===== src/rtl/reflet_ram8_word_arbiter_pkg.sv =====
// Shared definitions for the two-port word arbiter in front of reflet_ram8:
// controller state encoding and word/byte sizing helpers.
package reflet_ram8_word_arbiter_pkg;

   typedef enum logic [2:0] {
      IDLE    = 3'd0,
      RD_ADDR = 3'd1,
      RD_CAPT = 3'd2,
      WR      = 3'd3,
      ACK     = 3'd4
   } ctrl_state_t;

   localparam int STATE_W = 3;

   function automatic int word_bytes(input int word_size);
      return word_size / 8;
   endfunction

   // Width of the byte index; kept at least one bit so a one-byte word still works.
   function automatic int byte_sel_width(input int wb);
      return (wb > 1) ? $clog2(wb) : 1;
   endfunction

endpackage


===== src/rtl/reflet_ram8_word_arbiter_rr_arbiter2.sv =====
// Two-request round-robin grant. The last-grant register is updated when the
// owning controller strobes grant_done at the end of a served access.
module reflet_rr_arbiter2 (
   input  logic       clk,
   input  logic       reset,
   input  logic [1:0] req,
   input  logic       grant_done,
   input  logic       done_port,
   output logic       grant_valid,
   output logic       grant_port
);

   logic last_port;

   // Reset to "port 1 granted last" so port 0 wins the first tie.
   always_ff @(posedge clk) begin
      if (!reset)
         last_port <= 1'b1;
      else if (grant_done)
         last_port <= done_port;
   end

   always_comb begin
      grant_valid = |req;
      grant_port  = (req == 2'b11) ? ~last_port : req[1];
   end

endmodule


===== src/rtl/reflet_ram8_word_arbiter.sv =====
// Shares one byte-wide synchronous RAM between two word requesters; each granted
// word access is split into little-endian byte accesses on the RAM side.
module reflet_ram8_word_arbiter
   import reflet_ram8_word_arbiter_pkg::*;
#(
   parameter int wordSize = 16,
   parameter int addrSize = 7
) (
   input  logic                clk,
   input  logic                reset,
   input  logic                req0,
   input  logic                we0,
   input  logic [addrSize-1:0] addr0,
   input  logic [wordSize-1:0] wdata0,
   output logic                ack0,
   input  logic                req1,
   input  logic                we1,
   input  logic [addrSize-1:0] addr1,
   input  logic [wordSize-1:0] wdata1,
   output logic                ack1,
   output logic [wordSize-1:0] rdata,
   output logic                ram_enable,
   output logic [addrSize-1:0] ram_addr,
   output logic [7:0]          ram_data_in,
   output logic                ram_write_en,
   input  logic [7:0]          ram_data_out,
   output logic [STATE_W-1:0]  dbg_state
);

   localparam int WB = word_bytes(wordSize);
   localparam int KW = byte_sel_width(WB);

   // Handshake: a requester raises reqN with weN/addrN/wdataN stable and holds
   // them until ackN pulses for one cycle; it drops reqN at the edge ending that
   // cycle. Any req seen while the controller is in IDLE starts a new access.

   ctrl_state_t         state;
   logic [KW-1:0]       k;
   logic [KW-1:0]       next_k;
   logic                last_byte;
   logic [addrSize-1:0] lat_addr;
   logic [wordSize-1:0] lat_wdata;
   logic                gnt_port;

   logic                grant_valid;
   logic                grant_port;
   logic                grant_done;

   logic                sel_we;
   logic [addrSize-1:0] sel_addr;
   logic [wordSize-1:0] sel_wdata;

   reflet_rr_arbiter2 u_rr (
      .clk         (clk),
      .reset       (reset),
      .req         ({req1, req0}),
      .grant_done  (grant_done),
      .done_port   (gnt_port),
      .grant_valid (grant_valid),
      .grant_port  (grant_port)
   );

   assign grant_done = (state == ACK);
   assign next_k     = k + 1'b1;
   assign last_byte  = (k == KW'(WB - 1));
   assign dbg_state  = state;

   always_comb begin
      sel_we    = grant_port ? we1    : we0;
      sel_addr  = grant_port ? addr1  : addr0;
      sel_wdata = grant_port ? wdata1 : wdata0;
   end

   always_ff @(posedge clk) begin
      if (!reset) begin
         state        <= IDLE;
         ack0         <= 1'b0;
         ack1         <= 1'b0;
         ram_enable   <= 1'b0;
         ram_write_en <= 1'b0;
         rdata        <= '0;
         ram_addr     <= '0;
         ram_data_in  <= '0;
         k            <= '0;
         lat_addr     <= '0;
         lat_wdata    <= '0;
         gnt_port     <= 1'b0;
      end else begin
         case (state)
            IDLE: begin
               if (grant_valid) begin
                  gnt_port     <= grant_port;
                  lat_addr     <= sel_addr;
                  lat_wdata    <= sel_wdata;
                  k            <= '0;
                  ram_enable   <= 1'b1;
                  ram_addr     <= sel_addr;
                  ram_write_en <= sel_we;
                  if (sel_we) begin
                     ram_data_in <= sel_wdata[7:0];
                     state       <= WR;
                  end else begin
                     state       <= RD_ADDR;
                  end
               end
            end

            RD_ADDR: begin
               state <= RD_CAPT;
            end

            // The RAM only drives data while enable/addr are still applied, so
            // the address is held through the capture cycle.
            RD_CAPT: begin
               rdata[8*k +: 8] <= ram_data_out;
               if (last_byte) begin
                  ram_enable <= 1'b0;
                  ack0       <= ~gnt_port;
                  ack1       <= gnt_port;
                  state      <= ACK;
               end else begin
                  k        <= next_k;
                  ram_addr <= lat_addr + addrSize'(next_k);
                  state    <= RD_ADDR;
               end
            end

            WR: begin
               if (last_byte) begin
                  ram_enable   <= 1'b0;
                  ram_write_en <= 1'b0;
                  ack0         <= ~gnt_port;
                  ack1         <= gnt_port;
                  state        <= ACK;
               end else begin
                  k           <= next_k;
                  ram_addr    <= lat_addr + addrSize'(next_k);
                  ram_data_in <= lat_wdata[8*next_k +: 8];
               end
            end

            ACK: begin
               ack0  <= 1'b0;
               ack1  <= 1'b0;
               state <= IDLE;
            end

            default: begin
               ram_enable   <= 1'b0;
               ram_write_en <= 1'b0;
               ack0         <= 1'b0;
               ack1         <= 1'b0;
               state        <= IDLE;
            end
         endcase
      end
   end

endmodule


===== config.mk =====
export PLATFORM = sky130hd
export DESIGN_NAME = reflet_ram8_word_arbiter
export DESIGN_NICKNAME = d
export VERILOG_FILES = /design/src/rtl/reflet_ram8_word_arbiter_pkg.sv /design/src/rtl/reflet_ram8_word_arbiter_rr_arbiter2.sv /design/src/rtl/reflet_ram8_word_arbiter.sv
export SDC_FILE = /design/constraint.sdc
export NUM_CORES = 1
export LEC_CHECK = 0
export ABC_AREA = 1
export BUFFER_PORTS_ARGS = -buffer_cell sky130_fd_sc_hd__buf_2
export CAP_MARGIN = 20
export CORE_MARGIN = 5
export CORE_UTILIZATION = 54
export CTS_CLUSTER_SIZE = 28
export DETAILED_ROUTE_END_ITERATION = 16
export PLACE_DENSITY = 0.84
export REMOVE_ABC_BUFFERS = 1
export SLEW_MARGIN = 20
export SYNTH_ARGS = -nofsm -noshare
export SYNTH_HDL_FRONTEND = slang
export SYNTH_SLANG_ARGS = --single-unit

===== constraint.sdc =====
create_clock -name clk -period 3.7 [get_ports clk]
set_clock_uncertainty 0.1 [all_clocks]
set_input_delay 0.185 -clock clk [delete_from_list [all_inputs] [get_ports clk]]
set_output_delay 0.185 -clock clk [all_outputs]
set_load 0.02 [all_outputs]

======== After elaboration in Yosys (flattened, before gate mapping) ========
Cells that the tools add are included.
storage, ports and cells
  output and inout bits ................... 38
  word-level logic and storage cells ...... 80
  register bits ........................... 64
operators by class
  multiplexer cells ....................... 29
  shift-type cells ........................ 3
  equal/unequal tests ..................... 11
  $add $sub $neg .......................... 3
  bitwise operators ....................... 5
  reductions and logical operators ........ 16
operators with widths
  cell                       number
  $neg A4 Y34                1
  $shift A8 B34 Y16 const A  1
  $shiftx A8 B34 Y16         1
  $mux W8                    3
  $mux W7                    3
  $bwmux W16                 1
  $mux W16                   1
  $pmux W8 S2                1
  $shiftx A16 B5 Y8          1
  $pmux W7 S2                1
  $pmux W3 S4                1
  $ne A2 B2 Y1 const B       5
  $mux W1                    9
  $mux W3                    3
  $reduce_and A3 Y1          3
  $reduce_and A2 Y1          4
  $reduce_or A2 Y1           4
  $add A7 B1 Y7              1
  $eq A3 B2 Y1 const B       2
  $pmux W1 S2                3
  $pmux W1 S3                2
  $not A1 Y1                 5
  $reduce_and A4 Y1          1
  $reduce_bool A2 Y1         2
  other kinds (8)            8

======== Depth between registers and ports, before layout ========
Gate-level depths: netlist of run 1.
  word-level depth ........................ 6
  mapped depth ............................ 12
  depth with buffers taken out ............ 10

======== By module ========
Synthesis of run 1 repeated with hierarchy kept, for this count alone.
second synthesis, totals
  cells, all modules ...................... 471
  area, all modules ....................... 3,121.7 um^2
by module, submodules not included
  module                    cells each  instances  area an instance (um^2)
  reflet_ram8_word_arbiter  464         1          3,071.7
  reflet_rr_arbiter2        7           1          50.0

======== Worst setup path after synthesis of run 1 ========
Ideal clock, no wire load.
  kind .................................... flip-flop to flip-flop
  start ................................... reg k
  end ..................................... reg ram_addr[6]
  clock period less this slack ............ 1,684 ps
  path buffers ............................ 2
  stages on the path, launching flop included .. 13
  arrival ................................. 1,451 ps
  setup slack ............................. 2,016 ps
  cells stage by stage .................... dfxtp_1 buf_2 inv_2 buf_2 ha_1 ha_1 nand2_1 inv_1 nand3_1 nand2_1 nand3_1 nand2_1 a21oi_1
on the way
  word-level cells in the longest chain between the ends .. 4
  elaborated cells on any way between the ends .. 6
  those cells by class .................... add/sub: 2; eq/ne: 1; mux: 2; reduce/logical: 1
RTL lines
  what                    line                                                              text
  start, declared         reflet_ram8_word_arbiter.sv:38                                    logic [KW-1:0] k;
  start signal, assigned  reflet_ram8_word_arbiter.sv:122                                   k <= next_k;
  start signal, assigned  reflet_ram8_word_arbiter.sv:136                                   k <= next_k;
  $add A1 B1 Y1           reflet_ram8_word_arbiter.sv:64                                    assign next_k = k + 1'b1;
  $add A7 B1 Y7           reflet_ram8_word_arbiter.sv:123, reflet_ram8_word_arbiter.sv:137
  $mux W7                 reflet_ram8_word_arbiter.sv:116, reflet_ram8_word_arbiter.sv:129
  $pmux W7 S2             reflet_ram8_word_arbiter.sv:89                                    case (state)
  end signal, assigned    reflet_ram8_word_arbiter.sv:97                                    ram_addr <= sel_addr;
  end signal, assigned    reflet_ram8_word_arbiter.sv:123                                   ram_addr <= lat_addr + addrSize'(next_k);
  end signal, assigned    reflet_ram8_word_arbiter.sv:137                                   ram_addr <= lat_addr + addrSize'(next_k);
  end, declared           reflet_ram8_word_arbiter.sv:23                                    output logic [addrSize-1:0] ram_addr,
Several ways; a longest one is shown, not always the timed one. The select of a mux whose other input is x is not followed.
A chain may end at the register's enable or synchronous reset.

======== Worst setup path in the final report of run 1 ========
  start ................................... reg u_rr.last_port
  end ..................................... reg ram_addr[0]
on the way
  word-level cells in the longest chain between the ends .. 5
RTL lines
  what                    line                                        text
  start, declared         reflet_ram8_word_arbiter_rr_arbiter2.sv:13  logic last_port;
  start signal, assigned  reflet_ram8_word_arbiter_rr_arbiter2.sv:20  last_port <= done_port;
  $not A1 Y1              reflet_ram8_word_arbiter_rr_arbiter2.sv:25  grant_port = (req == 2'b11) ? ~last_port : req[1];
  $mux W1                 reflet_ram8_word_arbiter_rr_arbiter2.sv:25
  $mux W7                 reflet_ram8_word_arbiter.sv:70              sel_addr = grant_port ? addr1 : addr0;
  $mux W7                 reflet_ram8_word_arbiter.sv:91              if (grant_valid) begin
  $pmux W7 S2             reflet_ram8_word_arbiter.sv:89
No other way between the ends. The select of a mux whose other input is x is not followed.

==> results_dict.tcl, run 1 <==
set metrics [dict create \
    status "complete, no violations" \
    final_common_cell "nand2_1" \
    clk_latency_ns 0.33 \
    yosys_warnings 0 \
    holdBufCountCts 7 \
    multiInputGateArea_um2 1500 \
    path_class "flop to flop" \
    dpl_cell_area_um2 3510 \
    clk_pin_slew_ns 0.07 \
    min_period_over_period_pct 64.4 \
    synth-seq-cells 64 \
    vias 3172 \
    final_area_um2 3770 \
    grt.overflow.total 0 \
    maxSlewViolCount 0 \
    start_util_pct 55.4 \
    worstPathArrival_ns 2.52 \
    worst_slack_ns 1.32 \
    drtPass1Iterations 4 \
    numCtsBuffers 9 \
    vias_per_cell 5.06 \
    cts_max_level 3 \
    seqCellArea_um2 1280 \
    rsz0062_at_grt "no" \
    p_per_area_nw_per_um2 598 \
    worst_slew_pin_slew_ns 1.05 \
    ys_seq_area_share_pct 42.2 \
    nNetsFinal 612 \
    cp-end-kind "flop" \
    syn-instance-count 452 \
    io_pins 98 \
    vdd_ir_drop_max_mv 0.365 \
    clockBufferDepth 2 \
    io_buffers 97 \
    p_leak_nw 1.94 \
    synth_cell_types 29 \
    core_um2 5470 \
    num_antenna_cells 0 \
    drtIter0Drc 212 \
    cp.required_ns 3.83 \
    area_growth_pct 24.3 \
    setup_viol 0 \
    die_w_um 85.0 \
    hold_violations 0 \
    grt_max_degree 47 \
    dieArea_um2 7220 \
    drv_cap 0 \
    die_h_um 85.0 \
    hp-class "primary input to flop" \
    cts_root_buf "clkbuf_8" \
    cts.sinks 64 \
    track_usage_pct 22.1 \
    gp_congestion 0.857 \
    cts_resized 0 \
    fmax_ghz 0.419 \
    grt_pass1_vias 2928 \
    ant_nets 0 \
    wire_per_inst_um 12.5 \
    fill_cells 503 \
    relSlewSlack_pct 29.5 \
    crit_fanout 35 \
    cts_setup_buffers 0 \
    tns_ns 0 \
    finalPower_mw 2.26 \
    remaining_drc_errors 0 \
    rows 27 \
    antenna_found_initial 0 \
    cp-start-kind "flop" \
    dp_hpwl_um 5490 \
    cts_tree "built" \
    drt-total-wl_um 7840 \
    final_layout_size_suffix_gt1_share_pct 24.0 \
    post-route-min-period_ns 2.38 \
    post-place-ws_ns 1.34 \
    synth_area_um2 3030 \
    grt_pass1_wl_um 13000 \
    syn_avg_cell_area_um2 6.71 \
    utilization_pct 68.9 \
    most-common-layout-cells "109 x nand2_1, 97 x buf_2, 83 x nor2_1" \
]
Yosys cell counts (all sizes together):
| library cell | n | area (µm²) |
|---|---|---|
| a21oi | 34 | 170 |
| a31oi | 3 | 18.8 |
| a41oi | 1 | 8.76 |
| buf | 13 | 82.6 |
| clkbuf | 5 | 20.0 |
| clkinv | 1 | 3.75 |
| dfxtp | 64 | 1280 |
| ha | 2 | 25.0 |
| inv | 40 | 150 |
| nand2 | 113 | 439 |
| nand3 | 13 | 87.6 |
| nand3b | 4 | 30.0 |
| nand4 | 2 | 12.5 |
| nor2 | 86 | 335 |
| nor3 | 4 | 31.3 |
| o21ai | 65 | 325 |
| or2 | 2 | 12.5 |
worst max-delay path, stage by stage, from the launching register on:
cell and delay [ns]:
dfxtp_1 0.33, nand2_1 0.10, nand2_1 0.79, inv_1 0.42, o21ai_0 0.34, nor2_1 0.07, nor2_1 0.09, nor2_1 0.05
where the power goes:
part	internal, mW	switching [mW]
clock	0.305	0.273
sequential	0.832	0.0923
combinational	0.253	0.502
total	1.39	0.867
cell type report:
class,instances,area share (%)
inverter,41,4.08
sequential,64,34.0
timing repair buffer,105,14.9
clock inverter,7,1.66
clock buffer,9,3.28
tap,72,2.39
multi-input combinational,329,39.7
per-layer routing:
layer / GRT usage (%) / vias up / wire length [µm]
met4: 9.50 / 0 / 155
met1: 27.9 / 1428 / 3510
met2: 36.4 / 90 / 3740
met3: 4.56 / 13 / 443
li1: - / 1641 / -
met5: 0 / - / 0
cell families (layout without fill, tap and decap cells):
| kind of cell | count (synthesis) | in the layout | synth area share (%) |
|---|---|---|---|
| simple gates | 224 | 224 | 31.3 |
| fa+ha+maj | 2 | 2 | 0.825 |
| buf+inv | 59 | 162 | 8.45 |
| flops | 64 | 64 | 42.2 |
| compound gates | 103 | 103 | 17.2 |
path summary, 6_finish.rpt:
| path | from | endpoint | slack, ns | depth (start not counted) |
|---|---|---|---|---|
| max | u_rr.last_port$_SDFFE_PN1N_ | ram_addr[0]$_SDFFE_PN0P_ | 1.32 | 7 |
| min | ram_data_out[1] | rdata[1]$_SDFFE_PN0P_ | 0.01 | 3 |
| max reg2reg | u_rr.last_port$_SDFFE_PN1N_ | ram_addr[0]$_SDFFE_PN0P_ | 1.32 | 7 |
| min reg2reg | ram_enable$_SDFFE_PN0P_ | ram_enable$_SDFFE_PN0P_ | 0.36 | 2 |
per-stage QoR:
step	hold WS, ns	instances
6_report	0.0138	627
5_1_grt	0.0462	627
4_1_cts	0.00158	627
3_5_place_dp	0.331	604
3_3_place_gp	0.325	604
2_1_floorplan	0.205	434
registers in the layout (all words and copies together), names as in the netlist:
register	count
ack0	1
ack1	1
dbg_state	3
gnt_port	1
k	1
lat_addr	7
lat_wdata	16
ram_addr	7
ram_data_in	8
ram_enable	1
ram_write_en	1
rdata	16
u_rr.last_port	1
No activity file was read; power rests on OpenSTA's default activity.
==> inputs of run 2 (changes only) <==
--- a/config.mk
+++ b/config.mk
@@ -9,10 +9,10 @@
 export BUFFER_PORTS_ARGS = -buffer_cell sky130_fd_sc_hd__buf_2
 export CAP_MARGIN = 20
 export CORE_MARGIN = 5
-export CORE_UTILIZATION = 54
+export CORE_UTILIZATION = 51
 export CTS_CLUSTER_SIZE = 28
 export DETAILED_ROUTE_END_ITERATION = 16
-export PLACE_DENSITY = 0.84
+export PLACE_DENSITY = 0.8
 export REMOVE_ABC_BUFFERS = 1
 export SLEW_MARGIN = 20
 export SYNTH_ARGS = -nofsm -noshare
==> constraint.sdc (replaced) <==
create_clock -name clk -period 2.3 [get_ports clk]
set_clock_uncertainty 0.1 [all_clocks]
set_input_delay 0.115 -clock clk [delete_from_list [all_inputs] [get_ports clk]]
set_output_delay 0.115 -clock clk [all_outputs]
set_load 0.02 [all_outputs]
==> run 2 against run 1 <==
  * First-iteration DRC count shrank 15%
  * Count of clock-buffer cells in the layout rose by 4
  * Flip-flop and latch count unchanged
  * Combinational power increased by 68%
  * Core utilization shrank 1.1 points
  * Clock power increased by 82%
  * Non-clock buffer count is 18 higher
  * Largest cell class unchanged
  * Routed wire length rose by 4.4%
  * Global-route usage is 0.26 points higher
==> results_dict.tcl, run 2 (synthesized netlist as in run 1, its figures left out) <==
set metrics [dict create \
    numCtsBuffers 9 \
    tns_ns 0 \
    fmax_ghz 0.496 \
    hold_ws_ns 0.0153 \
    dr_wl_met2_um 4010 \
    cts_max_level 3 \
    drv_cap 0 \
    finalPower_mw 3.80 \
    p_per_area_nw_per_um2 957 \
    remaining_drc_errors 0 \
    drtIter0Drc 181 \
    cp_num_buf_inv 1 \
    highest_layer "met4" \
    hp-class "primary input to flop" \
    cts.sinks 64 \
    relSlewSlack_pct 60.2 \
    core_um2 5850 \
    clockBufferDepth 2 \
    vias_per_cell 4.99 \
    path_delay_family "simple AND/OR/NAND/NOR gates" \
    cp-start-kind "flop" \
    status "complete, no violations" \
    reg_top3 "lat_wdata (16), rdata (16), ram_data_in (8)" \
    path_class "flop to flop" \
    post-route-min-period_ns 2.02 \
    cp-end-kind "flop" \
    cp.required_ns 2.48 \
    io_pins 98 \
    area_growth_pct 30.8 \
    rows 28 \
    drtPass1Iterations 5 \
    worstPathArrival_ns 2.20 \
    crit_chain "nor2_4 > nand2_1 > nor2_2 > o21ai_0 > a31oi_1 > dlygate4sd3_1" \
    gp_congestion 0.812 \
    grt_max_degree 46 \
    crit_fanout 12 \
    dp_hpwl_um 5590 \
    drt-total-wl_um 8190 \
    clk_latency_ns 0.33 \
    nNetsFinal 630 \
    clk_pin_slew_ns 0.07 \
    io_buffers 97 \
    die_h_um 87.1 \
    wl_met3_um 611 \
    track_usage_pct 22.3 \
    num_antenna_cells 0 \
    ant_nets 0 \
    p_leak_nw 2.03 \
    wire_per_inst_um 12.6 \
    final_common_cell "nand2_1" \
    critical_path.max_stage_delay_ns 0.55 \
    maxSlewViolCount 0 \
    start_util_pct 51.9 \
    final_area_um2 3970 \
    most-common-layout-cells "109 x nand2_1, 97 x buf_2, 83 x nor2_1" \
    final_layout_size_suffix_gt1_share_pct 23.6 \
    min_period_over_period_pct 87.7 \
    wl_met1_um 3440 \
    slowest_stage "dlygate4sd3_1" \
    cts_root_buf "clkbuf_8" \
    vdd_ir_drop_max_mv 0.577 \
    rsz0062_at_grt "no" \
    antenna_found_initial 0 \
    cts_resized 0 \
    vias 3233 \
    dpl_cell_area_um2 3560 \
    hold_violations 0 \
    grt.overflow.total 0 \
    cts_tree "built" \
    worst_slew_pin_slew_ns 0.596 \
    setup_viol 0 \
    die_w_um 87.1 \
    grt_pass1_vias 3127 \
    dieArea_um2 7590 \
    grt_pass1_wl_um 13600 \
]
## run 2: changes by cell type in the layout (fill, tap and decap cells not counted)
cell	before	now
dlygate4sd3_1	7	20
buf_4	1	6
clkinv_2	5	1
clkbuf_1	0	3
bufinv_16	1	2
clkbuf_8	9	10
clkinvlp_4	1	0
## run 2: metal layers
metal	vias up	global-route usage [%]
li1	1678	-
met1	1432	26.6
met2	112	39.5
met3	11	3.69
met4	0	9.62
met5	-	0
## run 2: worst min-delay path, stage by stage
cell,delay [ns]
buf_2,0.07
o21ai_0,0.10
a21oi_1,0.13
## run 2: through the flow
stage / worst slack (ns) / std cells / util [%]
CTS: 0.286 / 648 / 67.9
finish: 0.283 / 648 / 67.9
floorplan: 0.254 / 434 / -
detailed placement: 0.537 / 612 / 60.8
global route: 0.0778 / 648 / 67.9
global placement: 0.640 / 612 / 60.8
## run 2: timing repair
action	4_1_cts	5_1_grt
setup buffers	0	0
hold buffers	20	0
setup endpoints to repair	0	0
hold endpoints to repair	26	0
## run 2: worst paths after layout
path | startpoint | endpoint | slack (ns) | depth (start not counted)
worst max-delay path | dbg_state[1]$_SDFFE_PN0P_ | lat_addr[4]$_SDFFE_PN0P_ | 0.28 | 6
worst max register to register | dbg_state[1]$_SDFFE_PN0P_ | lat_addr[4]$_SDFFE_PN0P_ | 0.28 | 6
worst min-delay path | wdata1[7] | lat_wdata[7]$_SDFFE_PN0P_ | 0.02 | 3
worst min register to register | lat_wdata[14]$_SDFFE_PN0P_ | lat_wdata[14]$_SDFFE_PN0P_ | 0.37 | 2
## run 2: cell type report
type                    count  area [µm²]
clock inverters             3        65.1
well taps                  75        93.8
fillers                   516        1880
multi-input cells         329        1500
repair buffers            123         731
flip-flops and latches     64        1280
clock buffers              13         149
inverters                  41         154
## run 2: report_power, final
part | switching [mW] | internal [mW] | total, mW
clock network | 0.413 | 0.640 | 1.05
registers | 0.141 | 1.34 | 1.48
logic | 0.825 | 0.441 | 1.27
total | 1.38 | 2.42 | 3.80
